$ cat src/rtl/uart_rx.sv
// uart_rx -- UART receiver, 8 data bits LSB first, 1 stop bit, optional even
// parity. Bit timing matches UART_TX on the same clock for loopback.
//
// Optional feature macro: UART_RX_PARITY_EN
//   defined     -> PARITY state built, parity_err port present, 11-bit frame
//   not defined -> no parity handling, 10-bit frame
//
// Ports:
//   clk        in   system clock, rising edge
//   rst        in   asynchronous active-high reset
//   rx         in   serial input, idle high, asynchronous to clk
//   data_out   out  [7:0] last correctly received byte, held until next good frame
//   done       out  one-cycle pulse: good frame landed in data_out
//   frame_err  out  one-cycle pulse: stop bit sampled low
//   parity_err out  one-cycle pulse: parity mismatch (UART_RX_PARITY_EN only)
//   busy       out  high whenever the receiver is not idle
module uart_rx #(
  parameter int CLKS_PER_BIT = 16
) (
  input  logic       clk,
  input  logic       rst,
  input  logic       rx,
  output logic [7:0] data_out,
  output logic       done,
  output logic       frame_err,
`ifdef UART_RX_PARITY_EN
  output logic       parity_err,
`endif
  output logic       busy
);

  localparam int CW = $clog2(CLKS_PER_BIT);
  localparam logic [CW-1:0] CNT_HALF = CW'(CLKS_PER_BIT / 2 - 1);
  localparam logic [CW-1:0] CNT_LAST = CW'(CLKS_PER_BIT - 1);

  typedef enum logic [2:0] {
    S_IDLE   = 3'd0,
    S_START  = 3'd1,
    S_DATA   = 3'd2,
`ifdef UART_RX_PARITY_EN
    S_PARITY = 3'd3,
`endif
    S_STOP   = 3'd4
  } state_t;

  state_t          state_q, state_d;
  logic [1:0]      sync_q, sync_d;
  logic [CW-1:0]   cnt_q, cnt_d;
  logic [2:0]      idx_q, idx_d;
  logic [7:0]      sh_q, sh_d;
  logic [7:0]      data_out_q, data_out_d;
  logic            done_q, done_d;
  logic            frame_err_q, frame_err_d;
  logic            armed_q, armed_d;
  logic            rx_s;
  logic            perr_w;

`ifdef UART_RX_PARITY_EN
  logic            perr_q, perr_d;
  logic            parity_err_q, parity_err_d;
  assign perr_w     = perr_q;
  assign parity_err = parity_err_q;
`else
  assign perr_w     = 1'b0;
`endif

  // Two-flop synchronizer; rx_s is the only view of the line the FSM uses.
  assign sync_d = {sync_q[0], rx};
  assign rx_s   = sync_q[1];

  assign data_out  = data_out_q;
  assign done      = done_q;
  assign frame_err = frame_err_q;
  assign busy      = (state_q != S_IDLE);

  always_ff @(posedge clk or posedge rst) begin
    if (rst) begin
      state_q      <= S_IDLE;
      sync_q       <= 2'b11;
      cnt_q        <= '0;
      idx_q        <= 3'd0;
      sh_q         <= 8'h00;
      data_out_q   <= 8'h00;
      done_q       <= 1'b0;
      frame_err_q  <= 1'b0;
      armed_q      <= 1'b1;
`ifdef UART_RX_PARITY_EN
      perr_q       <= 1'b0;
      parity_err_q <= 1'b0;
`endif
    end else begin
      state_q      <= state_d;
      sync_q       <= sync_d;
      cnt_q        <= cnt_d;
      idx_q        <= idx_d;
      sh_q         <= sh_d;
      data_out_q   <= data_out_d;
      done_q       <= done_d;
      frame_err_q  <= frame_err_d;
      armed_q      <= armed_d;
`ifdef UART_RX_PARITY_EN
      perr_q       <= perr_d;
      parity_err_q <= parity_err_d;
`endif
    end
  end

  always_comb begin
    state_d      = state_q;
    cnt_d        = cnt_q + 1'b1;
    idx_d        = idx_q;
    sh_d         = sh_q;
    data_out_d   = data_out_q;
    done_d       = 1'b0;
    frame_err_d  = 1'b0;
    armed_d      = armed_q;
`ifdef UART_RX_PARITY_EN
    perr_d       = perr_q;
    parity_err_d = 1'b0;
`endif

    case (state_q)
      S_IDLE: begin
        cnt_d = '0;
        // After a framing error the line may sit low (break); wait for it to
        // return high before accepting another start edge.
        if (rx_s) begin
          armed_d = 1'b1;
        end else if (armed_q) begin
          state_d = S_START;
`ifdef UART_RX_PARITY_EN
          perr_d  = 1'b0;
`endif
        end
      end

      S_START: begin
        if (cnt_q == CNT_HALF) begin
          cnt_d = '0;
          idx_d = 3'd0;
          // Line back high at mid start bit: a glitch, drop it silently.
          state_d = rx_s ? S_IDLE : S_DATA;
        end
      end

      S_DATA: begin
        if (cnt_q == CNT_LAST) begin
          cnt_d = '0;
          // LSB arrives first; entering at the MSB aligns the byte after 8 shifts.
          sh_d  = {rx_s, sh_q[7:1]};
          idx_d = idx_q + 3'd1;
          if (idx_q == 3'd7) begin
`ifdef UART_RX_PARITY_EN
            state_d = S_PARITY;
`else
            state_d = S_STOP;
`endif
          end
        end
      end

`ifdef UART_RX_PARITY_EN
      S_PARITY: begin
        if (cnt_q == CNT_LAST) begin
          cnt_d   = '0;
          perr_d  = rx_s ^ (^sh_q);
          state_d = S_STOP;
        end
      end
`endif

      S_STOP: begin
        if (cnt_q == CNT_LAST) begin
          cnt_d   = '0;
          state_d = S_IDLE;
          if (!rx_s) begin
            frame_err_d = 1'b1;
            armed_d     = 1'b0;
          end else if (perr_w) begin
`ifdef UART_RX_PARITY_EN
            parity_err_d = 1'b1;
`endif
          end else begin
            data_out_d = sh_q;
            done_d     = 1'b1;
          end
        end
      end

      default: begin
        state_d = S_IDLE;
        cnt_d   = '0;
      end
    endcase
  end

endmodule

$ cat config.mk
export PLATFORM = sky130hd
export DESIGN_NAME = uart_rx
export DESIGN_NICKNAME = d
export VERILOG_FILES = /design/src/rtl/uart_rx.sv
export SDC_FILE = /design/constraint.sdc
export NUM_CORES = 1
export LEC_CHECK = 0
export ABC_AREA = 0
export ABC_CLOCK_PERIOD_IN_PS = 2790
export BUFFER_PORTS_ARGS = -buffer_cell sky130_fd_sc_hd__buf_2
export CORE_AREA = 10 10 76 71
export DETAILED_ROUTE_END_ITERATION = 12
export DIE_AREA = 0 0 86 81
export PLACE_DENSITY_LB_ADDON = 0.3
export SLEW_MARGIN = 0
export SYNTH_ARGS = -nofsm -noshare
export SYNTH_HDL_FRONTEND = slang
export SYNTH_SLANG_ARGS = --single-unit
$ cat constraint.sdc
create_clock -name clk -period 2.79 [get_ports clk]
set_input_delay 0.558 -clock clk [delete_from_list [all_inputs] [get_ports clk]]
set_output_delay 0.558 -clock clk [all_outputs]
set_load 0.03 [all_outputs]
==> results of run 1 <==
## layer usage
layer | track usage, % | part of all wire [%] | vias up | wire length [um]
met5 | 0 | 0 | - | 0
met3 | 3.70 | 5.2 | 4 | 119
met4 | 4.93 | 2.2 | 0 | 51
met2 | 11.1 | 47 | 12 | 1080
li1 | - | - | 395 | -
met1 | 9.09 | 46 | 404 | 1050
## sequential cells by signal (all words and copies together) (netlist names)
name	count
cnt_q	4
done	1
state_q	3
armed_q	1
frame_err	1
sync_q	2
idx_q	3
sh_q	8
data_out	8
## power by group through the flow
stage | registers [W] | logic, W | clock network [W]
6_report | 0.000539 | 0.000169 | 0.000325
5_1_grt | 0.000548 | 0.000191 | 0.000365
4_1_cts | 0.000539 | 0.000172 | 0.000340
3_5_place_dp | 0.000547 | 0.000168 | 0
3_3_place_gp | 0.000545 | 0.000167 | 0
2_1_floorplan | 0.000522 | 0.000163 | 0
## path summary, 6_finish.rpt
kind / endpoint / depth (start not counted)
min reg2reg: sync_q[1]$_DFF_PP1_ / 0
min in group clk: sync_q[1]$_DFF_PP1_ / 0
max in group asynchronous: armed_q$_DFFE_PP1P_ / 3
max reg2reg: sh_q[2]$_DFFE_PP0P_ / 4
max: busy / 3
min: cnt_q[3]$_DFF_PP0_ / 3
## critical path, stage by stage (launching register included)
cell,delay (ns)
sky130_fd_sc_hd__dfrtp_1,0.52
sky130_fd_sc_hd__nor3_1,0.29
sky130_fd_sc_hd__inv_1,0.07
sky130_fd_sc_hd__buf_2,0.18
## per-stage QoR
stage	power (W)	area [um^2]	util, %
2_1_floorplan	0.000684	1400	-
3_3_place_gp	0.000712	1490	37.7
3_5_place_dp	0.000715	1490	37.7
4_1_cts	0.00105	1570	39.8
5_1_grt	0.00110	1570	39.8
6_report	0.00103	1570	39.8
## final cells by class
type | count | area (um^2) | area share [%]
Multi-Input combinational cell | 63 | 554 | 35.4
Tap cell | 48 | 60.1 | 3.83
Inverter | 5 | 18.8 | 1.20
Sequential cell | 31 | 779 | 49.8
Timing Repair Buffer | 14 | 72.6 | 4.63
Clock inverter | 1 | 5.00 | 0.319
Clock buffer | 7 | 76.3 | 4.87
## cell usage after synthesis
cell / instances / share of area [%]
sky130_fd_sc_hd__a22oi_1: 2 / 1.1
sky130_fd_sc_hd__and4_1: 1 / 0.62
sky130_fd_sc_hd__dfstp_2: 3 / 5.6
sky130_fd_sc_hd__nor2b_1: 3 / 1.3
sky130_fd_sc_hd__mux2_4: 8 / 8.6
sky130_fd_sc_hd__xnor2_1: 1 / 0.62
sky130_fd_sc_hd__or4_1: 1 / 0.53
sky130_fd_sc_hd__or3b_4: 1 / 0.80
sky130_fd_sc_hd__inv_1: 4 / 1.1
sky130_fd_sc_hd__and3b_1: 1 / 0.62
sky130_fd_sc_hd__inv_2: 1 / 0.27
sky130_fd_sc_hd__nor3_1: 2 / 0.71
sky130_fd_sc_hd__o21ai_0: 1 / 0.36
sky130_fd_sc_hd__mux2i_1: 3 / 2.1
sky130_fd_sc_hd__a21oi_1: 2 / 0.71
sky130_fd_sc_hd__mux2_1: 8 / 6.4
sky130_fd_sc_hd__and2_1: 1 / 0.45
sky130_fd_sc_hd__and3_4: 1 / 0.80
sky130_fd_sc_hd__buf_6: 1 / 0.80
sky130_fd_sc_hd__buf_12: 1 / 1.4
sky130_fd_sc_hd__a211oi_4: 1 / 1.4
sky130_fd_sc_hd__nor2_1: 6 / 1.6
sky130_fd_sc_hd__ha_1: 3 / 2.7
sky130_fd_sc_hd__buf_2: 1 / 0.36
sky130_fd_sc_hd__and4b_1: 1 / 0.71
sky130_fd_sc_hd__nand2_1: 4 / 1.1
sky130_fd_sc_hd__nand3_1: 2 / 0.71
sky130_fd_sc_hd__a32oi_1: 1 / 0.62
sky130_fd_sc_hd__dfrtp_1: 28 / 50
sky130_fd_sc_hd__buf_4: 2 / 1.1
sky130_fd_sc_hd__nand3b_1: 3 / 1.6
sky130_fd_sc_hd__o21ai_1: 1 / 0.36
sky130_fd_sc_hd__xor2_1: 3 / 1.9
sky130_fd_sc_hd__nor3b_1: 2 / 1.1
## kinds of logic after synthesis
logic type | share of synthesized area, %
AOI/OAI and AO/OA | 4.54
adders and majority gates | 2.67
buffers and inverters | 4.99
DFF | 55.5
and+or+nand+nor | 12.7
xor gates and xnor gates | 2.50
muxes | 17.1
==> summary.txt, run 1 <==
Outcome
  • Run status: complete, no violations

Min path
  • Path category of the worst min-delay check: primary input to async pin

Power
  • Clock network fraction of design power: 31.5%
  • Internal power consumption: 0.000741 W
  • Part of the power in registers: 52.2%
  • Power per Cell Area: 659 nW/um^2
  • Combinational fraction of design power: 16.3%
  • Sw Ratio: 28.2%
  • Max VDD drop: 410 uV
  • Switching power: 0.000291 W
  • Leakage power total: 0.779 nW

GRT
  • Remaining global-route overflow: 0
  • Number of antenna violations at the first check in global routing: 0
  • Overall routing resource usage: 7.74%
  • Global-route wire length before repair: 4170 um
  • Vias in the first global route: 872
  • Pin count of the biggest net entering global routing: 32

STA
  • Fin crit period: 1.89 ns
  • Worst path setup slack after routing: 0.900 ns
  • Sum Neg Setup Slack: 0 ns
  • Clk_skew: 0.00304 ns
  • Worst hold slack: 0.350 ns
  • Final setup violating endpoints: 0
  • Slew @ Worst Pin: 0.404 ns
  • Remaining max-slew budget at the tightest pin: 73.1%
  • Fraction of the cycle the final worst path needs: 67.7%
  • Final Hold Viols: 0
  • Final slew viol count: 0
  • Achievable clock frequency: 529 MHz
  • RSZ-0062 raised after global routing: no

Final layout
  • Net count, final: 126
  • FILL cells: 392
  • Leading cell types in the layout, fill and taps excluded: sky130_fd_sc_hd__dfrtp_1, sky130_fd_sc_hd__buf_2, sky130_fd_sc_hd__mux2_4, sky130_fd_sc_hd__mux2_1, sky130_fd_sc_hd__nor2_1
  • Post-synthesis to final-layout area growth: 11.6%
  • Most common cell after layout, fill and taps aside: sky130_fd_sc_hd__dfrtp_1
  • Number of standard cells in the layout, taps in and fillers out: 169
  • Layout cell share with drive strength beyond 1: 28.9%
  • Number of inserted diodes: 0

Critical path
  • Worst-case register-to-register setup slack: 1.06 ns
  • Kind of critical path: flip-flop to primary output
  • Largest fanout on the critical path: 11
  • Required time worst endpoint: 2.23 ns
  • Element type at the critical path start: flip-flop
  • Nature of the critical path endpoint: primary output
  • Timing startpoint of the critical path: state_q[2]$_DFFE_PP0P_
  • Startpoint of the worst register-to-register path: cnt_q[0]$_DFF_PP0_
  • Arrival time of the worst setup path: 1.33 ns

Logic synthesis
  • Distinct cell type count of the synthesized netlist: 34
  • Number of instances in the synthesized netlist: 104
  • Synthesized area per cell: 13.5 um^2
  • Sequential-to-total area share from yosys stat: 55.5%
  • Number of synthesized register bits: 31
  • Syn nets: 110
  • Area of the mapped netlist: 1400 um^2
  • Count of yosys warnings during synthesis: 0

Route
  • DRC marker count from the first detailed-route iteration: 27
  • Final routed wire length divided by cell count: 13.6 um
  • Routed via count divided by cell count: 4.82
  • Number of detailed-routing iterations run before antenna repair: 4
  • ANT nets after route: 0
  • Sum of routed wire length over all layers: 2300 um
  • Total via count in the routed design: 815
  • Residual DRC count: 0

Job
  • Maximum Capacitance Violations: 0

Floorplan
  • Effective utilization at floorplan: 35.7%
  • Die boundary height: 81 um
  • Area of the die: 6970 um^2
  • Die width: 86 um
  • I/O pin cnt: 14
  • Total core area: 3940 um^2
  • Placement row count: 22

Placement
  • Final HPWL from detailed placement: 1640 um
  • Placed Instances: 161
  • Post-Place Setup Slack: 1.07 ns
  • Final estimated routing congestion in global placement: 0.744
  • Number of port buffers: 13

CTS
  • Max Buffers Root-to-Sink: 2
  • TritonCTS clock tree: built
  • Number of buffers inserted by post-CTS setup repair: 0
  • Buffer cell driving the clock tree root: sky130_fd_sc_hd__clkbuf_8
  • Clock network latency to the later pin of the worst-skew pair: 0.27 ns
  • Clock transition at path regs: 0.06 ns
  • Count of H-tree levels built during CTS: 2
  • Number of clock sinks: 31
  • Resized cells post-CTS: 0
  • Count of hold-fix buffers inserted at cts: 0
  • Clock buffers created by TritonCTS: 5
Note: power is estimated with default switching activity, not from simulation.
==> run 2, diff against run 1 <==
- ABC_CLOCK_PERIOD_IN_PS: 2790 -> 1900
- clock period: 2.79 -> 1.9 ns (I/O delays scaled with it)
==> summary.txt, run 2 (synthesis results as in run 1) <==
STA
  • Remaining max-slew budget at the tightest pin: 74.6% (was 73.1%)
  • Slew @ Worst Pin: 0.380 ns (was 0.404 ns)
  • Fraction of the cycle the final worst path needs: 92.9%
  • Final setup violating endpoints: 0 (unchanged)
  • Worst path setup slack after routing: 0.135 ns (was 0.900 ns)
  • Clk_skew: 0.00786 ns (was 0.00304 ns)
  • RSZ-0062 raised after global routing: no (unchanged)
  • Fin crit period: 1.77 ns
  • Final slew viol count: 0 (unchanged)
  • Sum Neg Setup Slack: 0 ns (unchanged)
  • Final Hold Viols: 0 (unchanged)
  • Achievable clock frequency: 567 MHz

CTS
  • Buffer cell driving the clock tree root: sky130_fd_sc_hd__clkbuf_8 (unchanged)
  • Count of hold-fix buffers inserted at cts: 0 (unchanged)
  • Number of buffers inserted by post-CTS setup repair: 0 (unchanged)
  • Clock buffers created by TritonCTS: 5 (unchanged)
  • Clock transition at path regs: 0.07 ns (was 0.06 ns)
  • Number of clock sinks: 31 (unchanged)
  • TritonCTS clock tree: built (unchanged)
  • Count of H-tree levels built during CTS: 2 (unchanged)
  • Clock network latency to the later pin of the worst-skew pair: 0.27 ns (about the same)
  • Max Buffers Root-to-Sink: 2 (unchanged)

Floorplan
  • Area of the die: 6970 um^2 (unchanged)
  • I/O pin cnt: 14 (unchanged)
  • Die boundary height: 81 um (unchanged)
  • Die width: 86 um (unchanged)
  • Placement row count: 22 (unchanged)
  • Effective utilization at floorplan: 35.7% (unchanged)
  • Total core area: 3940 um^2 (unchanged)

Route
  • Routed via count divided by cell count: 4.65 (was 4.82)
  • Residual DRC count: 0 (unchanged)
  • Sum of routed wire length over all layers: 2320 um (was 2300 um)
  • Final routed wire length divided by cell count: 13.5 um (was 13.6 um)
  • Number of detailed-routing iterations run before antenna repair: 4 (unchanged)
  • DRC marker count from the first detailed-route iteration: 29 (was 27)
  • ANT nets after route: 0 (unchanged)
  • Total via count in the routed design: 800 (was 815)

Critical path
  • Combined buffer and inverter count along the critical path: 3 (was 2)
  • Cell depth of the worst setup path: 4 (was 3)
  • Largest fanout on the critical path: 7 (was 11)
  • Required time worst endpoint: 1.52 ns (was 2.23 ns)
  • Startpoint of the worst register-to-register path: cnt_q[0]$_DFF_PP0_ (unchanged)
  • Kind of critical path: flip-flop to primary output (unchanged)
  • Worst flop-to-flop path endpoint: sh_q[2]$_DFFE_PP0P_ (unchanged)
  • Arrival time of the worst setup path: 1.39 ns (was 1.33 ns)
  • Element type at the critical path start: flip-flop (unchanged)
  • Worst-case register-to-register setup slack: 0.18 ns (was 1.06 ns)
  • Delay of the slowest cell on the worst path: 0.46 ns (was 0.52 ns)
  • Nature of the critical path endpoint: primary output (unchanged)
  • Dominant delay contributor by cell family on the critical path: flip-flops (unchanged)
  • R2R depth: 4 (unchanged)
  • Worst-path cell chain: buf_4 > nor3_2 > inv_1 > buf_2 (was nor3_1 > inv_1 > buf_2)
  • Critical-path cell with the highest stage delay: sky130_fd_sc_hd__dfrtp_1 (unchanged)

Final layout
  • Most common cell after layout, fill and taps aside: sky130_fd_sc_hd__dfrtp_1 (unchanged)
  • Post-synthesis to final-layout area growth: 16.1% (was 11.6%)
  • Leading cell types in the layout, fill and taps excluded: sky130_fd_sc_hd__dfrtp_1, sky130_fd_sc_hd__buf_2, sky130_fd_sc_hd__mux2_4, sky130_fd_sc_hd__mux2_1 (was sky130_fd_sc_hd__dfrtp_1, sky130_fd_sc_hd__buf_2, sky130_fd_sc_hd__mux2_4, sky130_fd_sc_hd__mux2_1, sky130_fd_sc_hd__nor2_1)
  • FILL cells: 381 (was 392)
  • Net count, final: 129 (was 126)
  • Post-route cell area: 1630 um^2 (was 1570 um^2)
  • Share of the core filled with cells: 41.4% (was 39.8%)
  • Number of inserted diodes: 0 (unchanged)
  • Layout cell share with drive strength beyond 1: 33.1% (was 28.9%)

GRT
  • Number of antenna violations at the first check in global routing: 0 (unchanged)
  • Global-route wire length before repair: 4040 um (was 4170 um)
  • Overall routing resource usage: 7.45% (was 7.74%)
  • Vias in the first global route: 847 (was 872)
  • Pin count of the biggest net entering global routing: 32 (unchanged)
  • Remaining global-route overflow: 0 (unchanged)

Min path
  • Path category of the worst min-delay check: primary input to async pin (unchanged)

Placement
  • Post-DP Area: 1510 um^2 (was 1490 um^2)
  • Final estimated routing congestion in global placement: 0.763 (was 0.744)
  • Post-Place Setup Slack: 0.166 ns (was 1.07 ns)
  • Final HPWL from detailed placement: 1680 um (was 1640 um)
  • Number of port buffers: 13 (unchanged)

Power
  • Power per Cell Area: 1050 nW/um^2 (was 659 nW/um^2)
  • PnR Total Power: 0.00172 W (was 0.00103 W)
  • Max VDD drop: 590 uV (was 410 uV)
  • Leakage power total: 0.817 nW (was 0.779 nW)

Outcome
  • Run status: complete, no violations (unchanged)

Job
  • Maximum Capacitance Violations: 0 (unchanged)
==> run 2: cell type report <==
type                       count  area (um^2)  area share (%)
multi-input combinational     63          559            34.3
sequential                    31          779            47.8
clock inverter                 2         35.0            2.15
timing repair buffer          17         95.1            5.83
inverter                       5         18.8            1.15
tap                           48         60.1            3.68
clock buffer                   6         82.6            5.07
==> run 2: power by group <==
group | switching (W) | internal (W) | leakage, nW
combinational | 0.000146 | 0.000132 | 0.342
clock | 0.000233 | 0.000424 | 0.0612
sequential | 0.0000670 | 0.000716 | 0.414
==> run 2: worst min-delay path: stages <==
cell	delay, ns
sky130_fd_sc_hd__buf_2	0.09
sky130_fd_sc_hd__inv_1	0.04
sky130_fd_sc_hd__buf_4	0.34
==> run 2: how the worst max path moves through the flow <==
stage,start,to
finish,state_q[2]$_DFFE_PP0P_,busy
CTS,state_q[2]$_DFFE_PP0P_,busy
detailed placement,cnt_q[0]$_DFF_PP0_,sh_q[2]$_DFFE_PP0P_
global placement,cnt_q[0]$_DFF_PP0_,sh_q[0]$_DFFE_PP0P_
global route,state_q[2]$_DFFE_PP0P_,busy
floorplan,cnt_q[0]$_DFF_PP0_,data_out[0]$_DFFE_PP0P_
==> run 2: routing by layer <==
layer / vias up / GRT usage, % / part of all wire (%)
met2: 9 / 10.9 / 46
met3: 4 / 3.10 / 4.3
li1: 394 / - / -
met5: - / 0 / 0
met1: 393 / 8.97 / 48
met4: 0 / 4.44 / 1.9
==> run 2: metrics by stage <==
| step | hold WS, ns | instances |
|---|---|---|
| floorplan | 0.345 | 104 |
| finish | 0.168 | 172 |
| global placement | 0.348 | 164 |
| CTS | 0.184 | 172 |
| global route | 0.190 | 172 |
| detailed placement | 0.349 | 164 |
==> run 2: what timing repair did <==
action,CTS,global route
endpoints found under the setup margin,0,1
hold endpoints to repair,0,0
gates resized for setup,0,1
==> run 3, diff against run 2 <==
- ABC_AREA: 0 -> 1
==> summary.txt, run 3 <==
Power
  • Combinational fraction of design power: 30.0% (was 16.2%)
  • Max VDD drop: 930 uV (was 590 uV)
  • Power per Cell Area: 1190 nW/um^2 (was 1050 nW/um^2)
  • Switching power: 0.000700 W (was 0.000446 W)
  • Sw Ratio: 36.5% (was 26.0%)
  • Leakage power total: 0.846 nW (was 0.817 nW)
  • Part of the power in registers: 42.8% (was 45.5%)
  • Internal power consumption: 0.00122 W (was 0.00127 W)
  • Clock network fraction of design power: 27.2% (was 38.2%)

Route
  • Routed wire length on met3: 151 um (was 99 um)
  • DRC marker count from the first detailed-route iteration: 69 (was 29)
  • Number of detailed-routing iterations run before antenna repair: 4 (unchanged)
  • Residual DRC count: 0 (unchanged)
  • Total via count in the routed design: 1029 (was 800)
  • ANT nets after route: 0 (unchanged)
  • Sum of routed wire length over all layers: 2490 um (was 2320 um)
  • Routed via count divided by cell count: 4.66 (was 4.65)
  • Routed wl met2: 1130 um (was 1070 um)
  • Final routed wire length divided by cell count: 11.2 um (was 13.5 um)
  • Uppermost layer routed: met4 (unchanged)
  • Total routed wire length on the met1 layer: 1130 um (was 1110 um)

STA
  • Fraction of the cycle the final worst path needs: 88.3% (was 92.9%)
  • Final setup violating endpoints: 0 (unchanged)
  • Final slew viol count: 0 (unchanged)
  • Final Hold Viols: 0 (unchanged)
  • Clk_skew: 0.00687 ns (was 0.00786 ns)
  • Worst path setup slack after routing: 0.222 ns (was 0.135 ns)
  • Achievable clock frequency: 596 MHz (was 567 MHz)
  • Fin crit period: 1.68 ns (was 1.77 ns)
  • Sum Neg Setup Slack: 0 ns (unchanged)
  • Slew @ Worst Pin: 0.377 ns (was 0.380 ns)
  • RSZ-0062 raised after global routing: no (unchanged)
  • Remaining max-slew budget at the tightest pin: 74.8% (was 74.6%)

Final layout
  • Layout cell share with drive strength beyond 1: 24.9% (was 33.1%)
  • Post-synthesis to final-layout area growth: 14.4% (was 16.1%)
  • FILL cells: 391 (was 381)
  • Sequential cell area in the final layout: 779 um^2 (unchanged)
  • Net count, final: 178 (was 129)
  • Most common cell after layout, fill and taps aside: sky130_fd_sc_hd__nand2_1 (was sky130_fd_sc_hd__dfrtp_1)
  • Share of the core filled with cells: 40.7% (was 41.4%)
  • Number of standard cells in the layout, taps in and fillers out: 221 (was 172)
  • Area used by multi-input combinational logic: 524 um^2 (was 559 um^2)
  • Number of inserted diodes: 0 (unchanged)
  • Leading cell types in the layout, fill and taps excluded: sky130_fd_sc_hd__nand2_1, sky130_fd_sc_hd__dfrtp_1, sky130_fd_sc_hd__inv_1, sky130_fd_sc_hd__buf_2, sky130_fd_sc_hd__nor2_1 (was sky130_fd_sc_hd__dfrtp_1, sky130_fd_sc_hd__buf_2, sky130_fd_sc_hd__mux2_4, sky130_fd_sc_hd__mux2_1)
  • Post-route cell area: 1600 um^2 (was 1630 um^2)

Critical path
  • Cell occurring most often along the worst timing path: sky130_fd_sc_hd__inv_1
  • R2R depth: 8 (was 4)
  • Arrival time of the worst setup path: 1.30 ns (was 1.39 ns)
  • Startpoint of the worst register-to-register path: cnt_q[0]$_DFF_PP0_ (unchanged)
  • Largest fanout on the critical path: 4 (was 7)
  • Worst flop-to-flop path endpoint: idx_q[0]$_DFFE_PP0P_ (was sh_q[2]$_DFFE_PP0P_)
  • Required time worst endpoint: 1.52 ns (about the same)
  • Delay of the slowest cell on the worst path: 0.40 ns (was 0.46 ns)
  • Worst-case register-to-register setup slack: 0.45 ns (was 0.18 ns)
  • Element type at the critical path start: flip-flop (unchanged)
  • Kind of critical path: flip-flop to primary output (unchanged)
  • Combined buffer and inverter count along the critical path: 3 (unchanged)
  • Dominant delay contributor by cell family on the critical path: flip-flops (unchanged)
  • Worst-path cell chain: inv_1 > nand2_1 > nor2_1 > inv_1 > buf_2 (was buf_4 > nor3_2 > inv_1 > buf_2)
  • Cell depth of the worst setup path: 5 (was 4)
  • Critical-path cell with the highest stage delay: sky130_fd_sc_hd__dfrtp_1 (unchanged)
  • Nature of the critical path endpoint: primary output (unchanged)

CTS
  • Clock buffers created by TritonCTS: 5 (unchanged)
  • TritonCTS clock tree: built (unchanged)
  • Count of H-tree levels built during CTS: 2 (unchanged)
  • Count of hold-fix buffers inserted at cts: 0 (unchanged)
  • Clock transition at path regs: 0.07 ns (about the same)
  • Resized cells post-CTS: 0 (unchanged)
  • Number of clock sinks: 31 (unchanged)
  • Buffer cell driving the clock tree root: sky130_fd_sc_hd__clkbuf_8 (unchanged)
  • Number of buffers inserted by post-CTS setup repair: 0 (unchanged)
  • Max Buffers Root-to-Sink: 2 (unchanged)
  • Clock network latency to the later pin of the worst-skew pair: 0.28 ns (was 0.27 ns)

Placement
  • Number of port buffers: 13 (unchanged)
  • Final HPWL from detailed placement: 1880 um (was 1680 um)
  • Post-Place Setup Slack: 0.464 ns (was 0.166 ns)
  • Placed Instances: 213 (was 164)
  • Post-DP Area: 1510 um^2 (about the same)
  • Final estimated routing congestion in global placement: 0.835 (was 0.763)

Logic synthesis
  • Cell type with the highest aggregate area in the netlist: sky130_fd_sc_hd__dfrtp_1 (unchanged)
  • Top post-synthesis cells by count: sky130_fd_sc_hd__nand2_1, sky130_fd_sc_hd__dfrtp_1, sky130_fd_sc_hd__inv_1, sky130_fd_sc_hd__nor2_1, sky130_fd_sc_hd__o21ai_1 (was sky130_fd_sc_hd__dfrtp_1, sky130_fd_sc_hd__mux2_1, sky130_fd_sc_hd__mux2_4, sky130_fd_sc_hd__nor2_1)
  • Predominant post-synthesis flop cell: sky130_fd_sc_hd__dfrtp_1 (unchanged)
  • Post-synth EDFFs: 0 (unchanged)
  • Number of instances in the synthesized netlist: 153 (was 104)
  • Ranking of synthesized cells by area: sky130_fd_sc_hd__dfrtp_1, sky130_fd_sc_hd__nand2_1, sky130_fd_sc_hd__dfstp_2, sky130_fd_sc_hd__inv_1, sky130_fd_sc_hd__o21ai_2 (was sky130_fd_sc_hd__dfrtp_1, sky130_fd_sc_hd__mux2_4, sky130_fd_sc_hd__mux2_1, sky130_fd_sc_hd__dfstp_2, sky130_fd_sc_hd__ha_1)
  • Area of the mapped netlist: 1400 um^2 (about the same)
  • Sequential-to-total area share from yosys stat: 55.6% (was 55.5%)
  • Count of yosys warnings during synthesis: 0 (unchanged)
  • Asr flop ratio synth: 100% (unchanged)
  • Share of Yosys cell area claimed by the top area cell type: 50.0% (was 49.9%)
  • Most repeated cell in the gate-level netlist after synthesis: sky130_fd_sc_hd__nand2_1 (was sky130_fd_sc_hd__dfrtp_1)
  • Synthesized area per cell: 9.16 um^2 (was 13.5 um^2)
  • Number of synthesized register bits: 31 (unchanged)
  • Distinct cell type count of the synthesized netlist: 24 (was 34)
  • Syn nets: 159 (was 110)

GRT
  • Vias in the first global route: 989 (was 847)
  • Number of antenna violations at the first check in global routing: 0 (unchanged)
  • Remaining global-route overflow: 0 (unchanged)
  • Overall routing resource usage: 7.91% (was 7.45%)
  • Global-route wire length before repair: 4360 um (was 4040 um)
  • Pin count of the biggest net entering global routing: 32 (unchanged)

Floorplan
  • Total core area: 3940 um^2 (unchanged)
  • I/O pin cnt: 14 (unchanged)
  • Effective utilization at floorplan: 35.6% (was 35.7%)
  • Placement row count: 22 (unchanged)
  • Die boundary height: 81 um (unchanged)
  • Area of the die: 6970 um^2 (unchanged)
  • Die width: 86 um (unchanged)

Job
  • Maximum Capacitance Violations: 0 (unchanged)

Min path
  • Path category of the worst min-delay check: primary input to async pin (unchanged)

Outcome
  • Run status: complete, no violations (unchanged)
==> run 3: cell count changes after synthesis, sizes merged, moves of 2 or more <==
cell / previous run / this run
a22oi: 2 / 0
buf: 5 / 2
inv: 5 / 19
mux2: 16 / 0
mux2i: 3 / 0
nand2: 4 / 54
nand3: 2 / 7
nor2: 6 / 15
nor2b: 3 / 0
nor3b: 2 / 0
o21ai: 2 / 14
xor2: 3 / 1
==> run 3: metal layers <==
layer / global-route usage, % / vias to the layer above
li1: - / 515
met1: 8.86 / 478
met2: 12.4 / 31
met3: 2.30 / 5
met4: 6.41 / 0
met5: 0 / -
==> run 3: cell families after synthesis <==
logic type               Yosys count  synth area share (%)
AND/OR/NAND/NOR                   80                  26.6
flip-flops                        31                  55.6
buffers and inverters             22                  6.96
AO/OA/AOI/OAI                     16                  7.50
adder cells (fa/ha/maj)            3                  2.68
XOR/XNOR                           1                 0.625
==> run 3: power groups by stage <==
stage | Combinational (W) | Sequential (W) | Clock, W
floorplan | 0.000465 | 0.000815 | 0
global placement | 0.000566 | 0.000825 | 0
detailed placement | 0.000582 | 0.000830 | 0
CTS | 0.000584 | 0.000819 | 0.000533
global route | 0.000672 | 0.000829 | 0.000568
finish | 0.000574 | 0.000820 | 0.000521
==> run 3: through the flow <==
step | power [W] | hold WS, ns
after detailed placement | 0.00141 | 0.352
final | 0.00192 | 0.165
after floorplan | 0.00128 | 0.345
after CTS | 0.00194 | 0.185
after global routing | 0.00207 | 0.191
after global placement | 0.00139 | 0.348
==> run 3: how the worst max path moves through the flow <==
| stage | from | end | slack [ns] |
|---|---|---|---|
| finish | state_q[1]$_DFFE_PP0P_ | busy | 0.22 |
| global route | state_q[1]$_DFFE_PP0P_ | busy | 0.10 |
| CTS | state_q[1]$_DFFE_PP0P_ | busy | 0.21 |
| detailed placement | cnt_q[0]$_DFF_PP0_ | idx_q[0]$_DFFE_PP0P_ | 0.46 |
| global placement | cnt_q[0]$_DFF_PP0_ | cnt_q[0]$_DFF_PP0_ | 0.51 |
| floorplan | cnt_q[0]$_DFF_PP0_ | data_out[1]$_DFFE_PP0P_ | 0.65 |
==> run 3: layout make-up <==
cell class                      instances  area share, %
Clock buffer                            7           5.39
Clock inverter                          1          0.312
Inverter                               20           4.68
Multi-Input combinational cell        100           32.7
Sequential cell                        31           48.6
Tap cell                               48           3.75
Timing Repair Buffer                   14           4.53
==> run 3: worst register-to-register path, delay by kind of cell, from the launching register on <==
| kind | cells | cell delay (ns) |
|---|---|---|
| buffers and inverters | 1 | 0.13 |
| DFF | 1 | 0.37 |
| and+or+nand+nor | 6 | 0.61 |
| adders and majority gates | 1 | 0.24 |
